===== src/rtl/operand_fetch_pkg.sv =====
// Shared constants and helpers for the ID-stage operand fetch and its scoreboard.
// The register-file constants are shared with the rest of the integer pipeline.
package operand_fetch_pkg;

  localparam int XLEN       = 32;
  localparam int REG_ADDR_W = 5;
  localparam int TAG_W      = 32;
  localparam int NUM_REGS   = 1 << REG_ADDR_W;
  localparam int STALL_W    = 32;

  localparam logic [XLEN-1:0] ZeroWord    = '0;
  localparam logic            RstEnable   = 1'b1;
  localparam logic            ReadEnable  = 1'b1;
  localparam logic            WriteEnable = 1'b1;

  typedef enum logic [1:0] {
    HAZ_NONE = 2'd0,
    HAZ_RAW  = 2'd1,
    HAZ_WAW  = 2'd2
  } haz_kind_e;

  function automatic logic [STALL_W-1:0] sat_inc(input logic [STALL_W-1:0] v);
    return (v == '1) ? v : v + STALL_W'(1);
  endfunction

endpackage


===== src/rtl/of_scoreboard.sv =====
// Pending-destination scoreboard: one busy bit per register, x0 never busy.
// A new writer (set) beats a same-cycle flush kill or writeback clear.
module of_scoreboard
  import operand_fetch_pkg::*;
#(
  parameter int ADDR_W = REG_ADDR_W
) (
  input  logic              clk,
  input  logic              rst,
  input  logic              set_en,
  input  logic [ADDR_W-1:0] set_addr,
  input  logic              kill_en,
  input  logic [ADDR_W-1:0] kill_addr,
  input  logic              clr_en,
  input  logic [ADDR_W-1:0] clr_addr,
  input  logic [ADDR_W-1:0] rs1,
  input  logic [ADDR_W-1:0] rs2,
  input  logic [ADDR_W-1:0] rd,
  output logic              busy_rs1,
  output logic              busy_rs2,
  output logic              busy_rd
);

  localparam int N = 1 << ADDR_W;

  logic [N-1:0] set_mask;
  logic [N-1:0] kill_mask;
  logic [N-1:0] clr_mask;
  logic [N-1:0] busy_q;
  logic [N-1:0] busy_d;

  always_comb begin
    set_mask  = set_en  ? (N'(1) << set_addr)  : '0;
    kill_mask = kill_en ? (N'(1) << kill_addr) : '0;
    clr_mask  = clr_en  ? (N'(1) << clr_addr)  : '0;
    // set is OR-ed in last so it overrides both kinds of clear; bit 0 is forced low
    busy_d    = ((busy_q & ~kill_mask & ~clr_mask) | set_mask) & ~N'(1);
  end

  always_ff @(posedge clk) begin
    if (rst == RstEnable) begin
      busy_q <= '0;
    end else begin
      busy_q <= busy_d;
    end
  end

  assign busy_rs1 = busy_q[rs1];
  assign busy_rs2 = busy_q[rs2];
  assign busy_rd  = busy_q[rd];

endmodule


===== src/rtl/operand_fetch.sv =====
// ID-stage operand fetch: drives register-file reads, stalls on RAW/WAW hazards
// against pending writebacks, and registers operands into a one-entry stage toward EX.
module operand_fetch
  import operand_fetch_pkg::*;
#(
  parameter int XLEN       = operand_fetch_pkg::XLEN,
  parameter int REG_ADDR_W = operand_fetch_pkg::REG_ADDR_W,
  parameter int TAG_W      = operand_fetch_pkg::TAG_W
) (
  input  logic                  clk,
  input  logic                  rst,
  input  logic                  in_valid,
  output logic                  in_ready,
  input  logic [REG_ADDR_W-1:0] in_rs1,
  input  logic [REG_ADDR_W-1:0] in_rs2,
  input  logic                  in_rs1_en,
  input  logic                  in_rs2_en,
  input  logic [REG_ADDR_W-1:0] in_rd,
  input  logic                  in_rd_en,
  input  logic [TAG_W-1:0]      in_tag,
  output logic                  re1,
  output logic                  re2,
  output logic [REG_ADDR_W-1:0] raddr1,
  output logic [REG_ADDR_W-1:0] raddr2,
  input  logic [XLEN-1:0]       rdata1,
  input  logic [XLEN-1:0]       rdata2,
  input  logic                  wb_we,
  input  logic [REG_ADDR_W-1:0] wb_waddr,
  input  logic                  flush,
  output logic                  out_valid,
  input  logic                  out_ready,
  output logic [XLEN-1:0]       out_op1,
  output logic [XLEN-1:0]       out_op2,
  output logic [REG_ADDR_W-1:0] out_rd,
  output logic                  out_rd_en,
  output logic [TAG_W-1:0]      out_tag,
  output logic [31:0]           stall_cnt
);

  logic      busy_rs1, busy_rs2, busy_rd;
  logic      clr1, clr2, clrd;
  logic      src1_live, src2_live, dst_live;
  logic      raw1, raw2, waw;
  logic      haz, slot_free, accept, stall_evt;
  haz_kind_e haz_kind;

  assign src1_live = in_rs1_en && (in_rs1 != '0);
  assign src2_live = in_rs2_en && (in_rs2 != '0);
  assign dst_live  = in_rd_en  && (in_rd  != '0);

  // A writeback landing this cycle releases the register: the file forwards its data.
  assign clr1 = (wb_we == WriteEnable) && (wb_waddr == in_rs1);
  assign clr2 = (wb_we == WriteEnable) && (wb_waddr == in_rs2);
  assign clrd = (wb_we == WriteEnable) && (wb_waddr == in_rd);

  assign raw1 = src1_live && busy_rs1 && !clr1;
  assign raw2 = src2_live && busy_rs2 && !clr2;
  assign waw  = dst_live  && busy_rd  && !clrd;

  always_comb begin
    haz_kind = HAZ_NONE;
    if (raw1 || raw2) begin
      haz_kind = HAZ_RAW;
    end else if (waw) begin
      haz_kind = HAZ_WAW;
    end
  end

  assign haz       = (haz_kind != HAZ_NONE);
  assign slot_free = !out_valid || out_ready;
  assign in_ready  = slot_free && !haz && !flush;
  assign accept    = in_valid && in_ready;
  assign stall_evt = in_valid && slot_free && haz && !flush;

  assign re1    = (rst != RstEnable) && in_valid && (in_rs1_en == ReadEnable);
  assign re2    = (rst != RstEnable) && in_valid && (in_rs2_en == ReadEnable);
  assign raddr1 = in_rs1;
  assign raddr2 = in_rs2;

  of_scoreboard #(
    .ADDR_W (REG_ADDR_W)
  ) u_sb (
    .clk       (clk),
    .rst       (rst),
    .set_en    (accept && in_rd_en),
    .set_addr  (in_rd),
    .kill_en   (flush && out_valid && out_rd_en),
    .kill_addr (out_rd),
    .clr_en    (wb_we == WriteEnable),
    .clr_addr  (wb_waddr),
    .rs1       (in_rs1),
    .rs2       (in_rs2),
    .rd        (in_rd),
    .busy_rs1  (busy_rs1),
    .busy_rs2  (busy_rs2),
    .busy_rd   (busy_rd)
  );

  // Data fields only move on accept, so they stay stable under backpressure.
  always_ff @(posedge clk) begin
    if (rst == RstEnable) begin
      out_valid <= 1'b0;
      out_op1   <= '0;
      out_op2   <= '0;
      out_rd    <= '0;
      out_rd_en <= 1'b0;
      out_tag   <= '0;
    end else if (accept) begin
      out_valid <= 1'b1;
      out_op1   <= src1_live ? rdata1 : '0;
      out_op2   <= src2_live ? rdata2 : '0;
      out_rd    <= in_rd;
      out_rd_en <= in_rd_en;
      out_tag   <= in_tag;
    end else if (flush || out_ready) begin
      out_valid <= 1'b0;
    end
  end

  always_ff @(posedge clk) begin
    if (rst == RstEnable) begin
      stall_cnt <= '0;
    end else if (stall_evt) begin
      stall_cnt <= sat_inc(stall_cnt);
    end
  end

endmodule


===== config.mk =====
export PLATFORM = sky130hd
export DESIGN_NAME = operand_fetch
export DESIGN_NICKNAME = d
export VERILOG_FILES = /design/src/rtl/operand_fetch_pkg.sv /design/src/rtl/of_scoreboard.sv /design/src/rtl/operand_fetch.sv
export SDC_FILE = /design/constraint.sdc
export NUM_CORES = 1
export LEC_CHECK = 0
export ABC_AREA = 1
export BUFFER_PORTS_ARGS = -buffer_cell sky130_fd_sc_hd__buf_4
export CORE_MARGIN = 4
export CORE_UTILIZATION = 41
export CTS_CLUSTER_DIAMETER = 80
export DETAILED_ROUTE_END_ITERATION = 12
export PLACE_DENSITY = 0.65
export SYNTH_ARGS = -nofsm -noshare
export SYNTH_HDL_FRONTEND = slang
export SYNTH_HIERARCHICAL = 1
export SYNTH_SLANG_ARGS = --single-unit

===== constraint.sdc =====
create_clock -name clk -period 2.6 [get_ports clk]
set_input_delay 0.39 -clock clk [delete_from_list [all_inputs] [get_ports clk]]
set_output_delay 0.39 -clock clk [all_outputs]
set_load 0.05 [all_outputs]

==> results.yml <==
routing:
  viasPerCell: 5.13
  routedWlPerCell_um: 15.9
  ant_nets: 0
  first_iter_violations: 937
  post-route-drc-count: 0
  firstDrtPassIters: 6
  routed_wl_um: 33300
  vias: 10700
placement:
  hpwl_um: 24200
  dpl-instance-area_um2: 11700
  place_congestion: 0.926
  place_inst: 2063
  dp_worst_setup_slack_ns: 0.0359
  io_buffers: 272
logic_synthesis:
  yosys.area_share.simple_pct: 43.1
  yosysUniqueCellTypes: 29
  syn-num-nets: 1689
  yosys_warnings: 6
  synth_area_leaders: "dfxtp_1, nand2_1, nor2_1, nand3_1, inv_1"
  synth_compound_area_share_pct: 8.76
  syn_area_um2: 9490
  yosysSeqAreaShare_pct: 35.0
  synth_xor_area_share_pct: 1.38
  synth_top_family_by_area: "simple AND/OR/NAND/NOR gates"
  yosys.area.top_type: "dfxtp_1"
  ys_ff_latch: 166
  synthMuxAreaShare_pct: 0
  synthAdderAreaFrac_pct: 0.132
  syn_area_per_cell_um2: 6.07
  netlist.area_leader.share_pct: 35.0
  syn_inst: 1563
status:
  status: "finished, final reports clean"
timing:
  fin_crit_ns: 2.46
  fin_tns_setup_ns: 0
  drv_slew: 0
  hold_viol_final: 0
  relSlewSlack_pct: 51.6
  finalClockSkew_ns: 0.0177
  fin_hold_ws_ns: 0.192
  timing.fmax_mhz: 407
  fin_crit_sh_pct: 94.5
  worstMarginPinSlew_ns: 0.726
  setup_viol_count_final: 0
  setup_ws_ns: 0.142
worst_setup_path:
  max_stage_delay_ns: 0.38
  crit_type: "flop to output pin"
  r2r-end: "u_sb/busy_q[8]"
  cp_slowest_cell: "dfxtp_1"
  cp-end-kind: "output pin"
  reg2reg_depth: 20
  cp_num_buf_inv: 3
  worstPathArrival_ns: 2.07
  crit_family: "simple AND/OR/NAND/NOR gates"
  cpMostUsedCell: "nand2_1"
  path_max_fanout: 4
  rrSetupSlack_ns: 0.27
  start_kind: "flop"
  worst_ep_required_time_ns: 2.21
  cp_cell_sequence: "inv_2 > nand2_1 > nand3_1 > nand3_1 > nand3_1 > nand2_1 > nand2_1 > nand2_1 > inv_1 > nor2_1 > nand2_1 > nand3_4 > nor2_4 > buf_6"
  timing.rr.start: "u_sb/busy_q[7]"
global_routing:
  grt_pass1_wl_um: 52700
  use_met2_pct: 39.6
  top_usage_layer: "met2"
  antenna_found_initial: 0
  use_met1_pct: 32.5
  grt_usage_pct: 25.0
  grt_pass1_vias: 9927
  gr-usage-met3_pct: 8.18
  grt_start_max_net_pins: 70
  overflow: 0
final_layout:
  drive_above_1_share_pct: 21.2
  area_delta_synth_final_pct: 29.7
  final_cells: 2095
  multiInputGateArea_um2: 5090
  final_util_pct: 54.2
  final_area_um2: 12300
  finalNetCount: 1923
  diodes: 0
  nFillCells: 2312
  regArea_um2: 3340
pwr:
  p_total_mw: 7.01
  leakagePower_nw: 5.61
  vdd_drop_max_v: 0.000372
  p_per_area_nw_per_um2: 570
floorplan:
  core_area_um2: 22700
  start_util_pct: 41.8
  die_area_um2: 25600
  ioPinCount: 273
  row_count: 55
  die_h_um: 160
  die_width_um: 160
clock_network:
  htree_levels: 4
  cts-hold-fix-buffers: 0
  cts_tree: "built"
  cts_buffers: 17
  worst_skew_pair.late_latency_ns: 0.44
  clock_path_buffers: 2
  clkTransAtPathRegs_ns: 0.07
  cts_setup_buffers: 0
  cts_resized: 1
  cts_root_buffer: "clkbuf_16"
  clock-sinks: 166
hold_path:
  min_to: "out_tag[7]"
  hold_path_class: "primary input to flop"
  hp-start: "in_tag[7]"
  min_path_cells: 3
run:
  drv_cap: 0
[cell usage after synthesis, drive strengths merged]
master,instances
nand3,144
ha,1
xor2,12
nor3,4
nor4,4
clkbuf,37
and3,2
a21oi,63
inv,142
dfxtp,166
nand4,39
buf,54
o21ai,103
nand2,390
nand3b,15
xnor2,3
nor2,384
[worst min-delay path: stages]
cell and delay [ns]:
buf_4 0.07, o21ai_1 0.05, nor2_1 0.07
[layout by cell type, fill, tap and decap left out, types with 4 or more instances in the layout]
master and count:
nand2_1 387, nor2_1 380, buf_4 299, dfxtp_1 154, nand3_1 142, inv_1 121, o21ai_0 83, a21oi_1 63
nand4_1 39, o21ai_1 20, inv_2 18, clkbuf_16 17, nand3b_1 15, xor2_1 12, dfxtp_2 12, buf_12 6
inv_6 5, nor3_1 4, nor4_2 4
[power breakdown]
group | internal, mW | total, mW | switching (mW)
clock | 1.38 | 2.60 | 1.22
sequential | 2.67 | 2.76 | 0.0828
combinational | 0.535 | 1.66 | 1.12
total | 4.59 | 7.01 | 2.42
[state kept, by name, indices dropped and copies added (netlist names)]
name,flops
out_rd,5
stall_cnt,32
out_rd_en,1
u_sb/busy_q,31
out_tag,32
out_op1,32
out_valid,1
out_op2,32
[logic make-up (layout without fill, tap and decap cells)]
logic type,count (synthesis),after routing
AOI/OAI and AO/OA,166,166
xor gates and xnor gates,15,15
adders and majority gates,1,1
buffers and inverters,233,480
DFF,166,166
and+or+nand+nor,982,982
[worst max-delay path by stage]
stage,start,end,slack (ns),depth (start not counted)
after global placement,in_rd[0],u_sb/busy_q[8],0.07,24
after CTS,u_sb/busy_q[7],in_ready,0.07,16
final,u_sb/busy_q[7],in_ready,0.14,14
after detailed placement,in_rd[0],u_sb/busy_q[7],0.04,24
after global routing,u_sb/busy_q[13],in_ready,-0.004,14
after floorplan,in_rd[0],in_ready,0.13,18
[layout make-up]
cell class	instances	area share [%]
Tap cell	285	2.90
Clock inverter	15	1.46
Inverter	142	4.39
Clock buffer	17	3.46
Sequential cell	166	27.1
Multi-Input combinational cell	1164	41.4
Timing Repair Buffer	306	19.3
[layer usage]
layer	wire, µm	up-vias
met5	0	-
met4	791	0
met3	3350	54
met2	15000	458
met1	14100	4831
li1	-	5402
Power figures use the tool's default switching activity.
